`src/rtl/load_store_unit.sv`:
```
// Load/store unit: turns pipeline load/store requests into single-cycle memory
// accesses on a 16-bit word memory, formats load data and flags misaligned or out-of-range accesses.
module load_store_unit #(
    parameter int MEM_WORDS = 64
) (
    input  logic        clk,
    input  logic        rst,
    input  logic        req_valid,
    output logic        req_ready,
    input  logic        req_write,
    input  logic        req_byte,
    input  logic        req_signed,
    input  logic [15:0] req_addr,
    input  logic [15:0] req_wdata,
    output logic        resp_valid,
    input  logic        resp_ready,
    output logic [15:0] resp_rdata,
    output logic        resp_fault,
    output logic        mem_en,
    output logic        mem_we,
    output logic        mem_byte_select,
    output logic        mem_byte_enable,
    output logic [15:0] mem_addr,
    output logic [15:0] mem_wdata,
    input  logic [15:0] mem_rdata,
    input  logic        mem_wait
);

    typedef enum logic [2:0] {
        S_IDLE, S_ACCESS, S_CAPTURE, S_FAULT, S_RESP
    } state_t;

    state_t      r_state;
    state_t      w_next;
    logic        r_write;
    logic        r_byte;
    logic        r_signed;
    logic        r_sel;
    logic [15:0] r_word;
    logic [15:0] r_wdata;
    logic [15:0] r_resp_rdata;
    logic        r_resp_fault;

    logic [15:0] w_word;
    logic        w_sel;
    logic        w_fault;
    logic        w_accept;

    assign w_word   = {1'b0, req_addr[15:1]};
    assign w_sel    = req_addr[0];
    assign w_fault  = (!req_byte && w_sel) || ({16'd0, w_word} >= 32'(MEM_WORDS));
    assign w_accept = (r_state == S_IDLE) && req_valid;

    // Byte loads pick the lane by address bit 0, then sign- or zero-extend.
    function automatic logic [15:0] fmt_load(input logic [15:0] rd, input logic is_byte,
                                             input logic sel, input logic sgn);
        logic [7:0] b;
        b = sel ? rd[15:8] : rd[7:0];
        if (!is_byte)
            return rd;
        return {(sgn ? {8{b[7]}} : 8'h00), b};
    endfunction

    always_ff @(posedge clk) begin
        if (rst)
            r_state <= S_IDLE;
        else
            r_state <= w_next;
    end

    always_comb begin
        w_next = r_state;
        case (r_state)
            S_IDLE:    if (req_valid) w_next = w_fault ? S_FAULT : S_ACCESS;
            S_ACCESS:  if (!mem_wait) w_next = r_write ? S_RESP : S_CAPTURE;
            S_CAPTURE: w_next = S_RESP;
            S_FAULT:   w_next = S_RESP;
            S_RESP:    if (resp_ready) w_next = S_IDLE;
            default:   w_next = S_IDLE;
        endcase
    end

    always_comb begin
        req_ready  = (r_state == S_IDLE);
        resp_valid = (r_state == S_RESP);
        mem_en     = (r_state == S_ACCESS);
    end

    // Memory-side fields are latched once at acceptance and simply held; mem_en qualifies them.
    always_ff @(posedge clk) begin
        if (rst) begin
            r_write      <= 1'b0;
            r_byte       <= 1'b0;
            r_signed     <= 1'b0;
            r_sel        <= 1'b0;
            r_word       <= 16'h0000;
            r_wdata      <= 16'h0000;
            r_resp_rdata <= 16'h0000;
            r_resp_fault <= 1'b0;
        end else begin
            if (w_accept) begin
                r_write  <= req_write;
                r_byte   <= req_byte;
                r_signed <= req_signed;
                r_sel    <= w_sel;
                r_word   <= w_word;
                r_wdata  <= req_byte ? {8'h00, req_wdata[7:0]} : req_wdata;
            end
            case (r_state)
                S_ACCESS: if (!mem_wait && r_write) begin
                    r_resp_rdata <= 16'h0000;
                    r_resp_fault <= 1'b0;
                end
                S_CAPTURE: begin
                    r_resp_rdata <= fmt_load(mem_rdata, r_byte, r_sel, r_signed);
                    r_resp_fault <= 1'b0;
                end
                S_FAULT: begin
                    r_resp_rdata <= 16'h0000;
                    r_resp_fault <= 1'b1;
                end
                default: ;
            endcase
        end
    end

    assign mem_we          = r_write;
    assign mem_byte_enable = r_byte;
    assign mem_byte_select = r_sel;
    assign mem_addr        = r_word;
    assign mem_wdata       = r_wdata;
    assign resp_rdata      = r_resp_rdata;
    assign resp_fault      = r_resp_fault;

endmodule

```
`config.mk`:
```
export PLATFORM = sky130hd
export DESIGN_NAME = load_store_unit
export DESIGN_NICKNAME = d
export VERILOG_FILES = /design/src/rtl/load_store_unit.sv
export SDC_FILE = /design/constraint.sdc
export NUM_CORES = 1
export LEC_CHECK = 0
export CORE_MARGIN = 2
export CORE_UTILIZATION = 44
export DETAILED_ROUTE_END_ITERATION = 8
export PLACE_DENSITY = 0.82
export SYNTH_ARGS = -nofsm -noshare
export SYNTH_HDL_FRONTEND = slang
export SYNTH_SLANG_ARGS = --single-unit
```
`constraint.sdc`:
```
create_clock -name clk -period 2.4 [get_ports clk]
set_input_delay 0.24 -clock clk [delete_from_list [all_inputs] [get_ports clk]]
set_output_delay 0.24 -clock clk [all_outputs]
set_load 0.03 [all_outputs]
```
==> results.py <==
metrics = {
    "outcome": {
        "status": "complete, no violations",
    },
    "critical_path": {
        "path_cells": "nor2_1 -> and2_1 -> clkdlybuf4s50_1",
        "critical_path_peak_fanout": 11,
        "max_stage_delay_ns": 0.66,
        "arrival_ns": 1.81,
        "worstSetupEndpointType": "output port",
        "critPathKind": "reg2out",
        "rr_startpoint": "r_state[1]",
        "critPathLaunch": "r_state[2]",
        "cp-start-kind": "register",
        "worst-path-buf-inv": 1,
        "crit_family": "buffers and inverters",
        "crit_path_top_delay_cell": "clkdlybuf4s50_1",
        "required_ns": 2.16,
    },
    "sta": {
        "slew_violations": 0,
        "clock.fmax_ghz": 0.488,
        "tightest_slew_ns": 0.550,
        "hold_viol": 0,
        "clock_skew_ns": 0.00383,
        "setup_viol": 0,
        "setup-tns-final_ns": 0,
        "fin_crit_sh": 0.853,
        "slew_headroom": 0.632,
        "rsz0062_at_grt": "false",
        "min_period_ns": 2.05,
    },
    "floorplanning": {
        "die_area_sq_mm": 0.00584,
        "num_rows": 26,
        "die_y_microns": 76.5,
        "die_w_microns": 76.5,
        "start_util": 0.455,
        "core_region_area_sq_mm": 0.00507,
        "ios": 111,
    },
    "clocking": {
        "ctsHoldBuffers": 0,
        "clk_pin_slew_ns": 0.09,
        "clock_path_buffers": 2,
        "cts_root_buf": "clkbuf_8",
        "cts_tree": "done",
        "htreeDepth": 2,
        "cts_inserted_buffers": 5,
        "postCtsSetupBuffers": 0,
        "cts.sinks": 55,
        "cts_resized": 0,
        "clkLatencyLatePin_ns": 0.30,
    },
    "drt": {
        "wl_per_cell_microns": 14.6,
        "vias": 2181,
        "routed_via_density": 5.10,
        "drtIter0Drc": 97,
        "antenna_left": 0,
        "detail_route.first_pass.iterations": 4,
        "drc": 0,
        "finalWirelength_microns": 6230,
    },
    "synthesis": {
        "synthesis.nets": 313,
        "yosys_register_bits": 55,
        "yosysWarningCount": 0,
        "syn_area_sq_mm": 0.00231,
        "ys_seq_area_frac": 0.477,
        "syn_avg_cell_area_sq_um": 8.99,
        "syn_inst": 257,
        "ys_types": 39,
    },
    "run": {
        "cap_violations": 0,
    },
    "place": {
        "place_area_sq_mm": 0.00337,
        "dp_hpwl_microns": 4510,
        "portBuffers": 109,
        "place_inst": 420,
        "gp_congestion": 0.740,
    },
    "final_layout": {
        "diodes": 0,
        "postLayoutCellArea_sq_mm": 0.00347,
        "area_growth_pct": 50.3,
        "final_cell_mix": "clkdlybuf4s50_1 (108), nand2_1 (64), dfxtp_1 (55), a21oi_1 (34), nor2_1 (13)",
        "layout_commonest_cell": "clkdlybuf4s50_1",
        "nets": 413,
        "drive_gt1_frac": 0.0642,
        "fin_cells": 428,
    },
    "global_route": {
        "grt_pass1_vias": 2048,
        "grt_util_all_layers": 0.210,
        "antenna_found_initial": 0,
        "overflow": 0,
        "grt_pass1_wl_microns": 9910,
        "grt_max_degree": 37,
    },
    "power": {
        "power_density_mw_per_mm2": 624,
        "clockPowerShare": 0.251,
        "intPower_uw": 1500,
        "peakVddDrop_v": 0.000374,
        "pwr-share-seq": 0.476,
        "leakage_uw": 0.00127,
        "comb_power_share": 0.274,
        "p_total_uw": 2170,
        "sw_frac_of_total": 0.305,
        "p_switching_uw": 661,
    },
    "min_path": {
        "hp-class": "in2reg",
        "worstHoldStart": "rst",
    },
}
==> final timing paths <==
kind | to | slack (ns) | depth (start not counted)
max | mem_en | 0.35 | 3
min | r_state[2] | 0.40 | 2
max reg2reg | resp_rdata[8] | 0.65 | 3
min reg2reg | mem_addr[4] | 0.46 | 2
==> flip-flops by register name (all words and copies together) (netlist names) <==
signal,cells
resp_fault,1
mem_addr,15
mem_wdata,16
mem_byte_select,1
mem_byte_enable,1
mem_we,1
r_state,3
resp_rdata,16
r_signed,1
==> power by group through the flow <==
stage / logic [uW] / registers, uW / clock network (uW)
2_1_floorplan: 257 / 1140 / 0
3_3_place_gp: 583 / 1050 / 0
3_5_place_dp: 593 / 1050 / 0
4_1_cts: 595 / 1030 / 555
5_1_grt: 633 / 1040 / 601
6_report: 593 / 1030 / 543
==> Yosys cell counts, drive strengths merged <==
master   number  area [sq um]
a21o          1          7.51
a21oi        37           196
a22o          1          8.76
a31oi         1          6.26
and2          1          6.26
and4bb        1          12.5
buf          12           111
clkbuf        8          30.0
conb          1          3.75
dfxtp        55          1100
inv           2          7.51
mux2i         7          70.1
nand2        64           240
nand2b        2          12.5
nand3         2          10.0
nand3b        8          71.3
nand4b        8          70.1
nand4bb       1          11.3
nor2         13          48.8
nor2b         1          6.26
nor3          5          30.0
nor3b         2          20.0
nor4          1          6.26
nor4b         3          41.3
o2111ai       1          8.76
o211ai        1          7.51
o21a          1          7.51
o221ai        1          15.0
o2bb2ai       7          61.3
o41ai         8          70.1
or4b          1          10.0
==> per-layer routing <==
| layer | GRT usage | wire (microns) | up-vias |
|---|---|---|---|
| met5 | 0 | 0 | - |
| met4 | 0.0745 | 93 | 0 |
| met3 | 0.0403 | 300 | 6 |
| met2 | 0.351 | 3050 | 65 |
| met1 | 0.270 | 2790 | 1015 |
| li1 | - | - | 1095 |
==> kinds of logic (layout without fill, tap and decap cells) <==
logic type | count (synthesis) | in the layout | synth area share
other cells | 1 | 1 | 0.00162
buf+inv | 22 | 123 | 0.0645
compound gates | 59 | 59 | 0.168
mux | 7 | 7 | 0.0303
simple gates | 113 | 113 | 0.258
flops | 55 | 55 | 0.477
==> layout make-up <==
| cell class | count | area, sq um |
|---|---|---|
| Fill cell | 449 | 1600 |
| Timing Repair Buffer | 113 | 1120 |
| Sequential cell | 55 | 1100 |
| Multi-Input combinational cell | 180 | 1060 |
| Clock buffer | 8 | 100 |
| Tap cell | 70 | 87.6 |
| Inverter | 2 | 7.51 |
==> per-stage QoR <==
| step | hold WS, ns | utilization | setup WS [ns] |
|---|---|---|---|
| after CTS | 0.392 | 0.684 | 0.338 |
| after global routing | 0.447 | 0.684 | 0.200 |
| after global placement | 0.439 | 0.664 | 0.687 |
| after detailed placement | 0.445 | 0.664 | 0.649 |
| final | 0.400 | 0.684 | 0.352 |
| after floorplan | 0.376 | - | 0.908 |
Note: power is estimated with default switching activity, not from simulation.
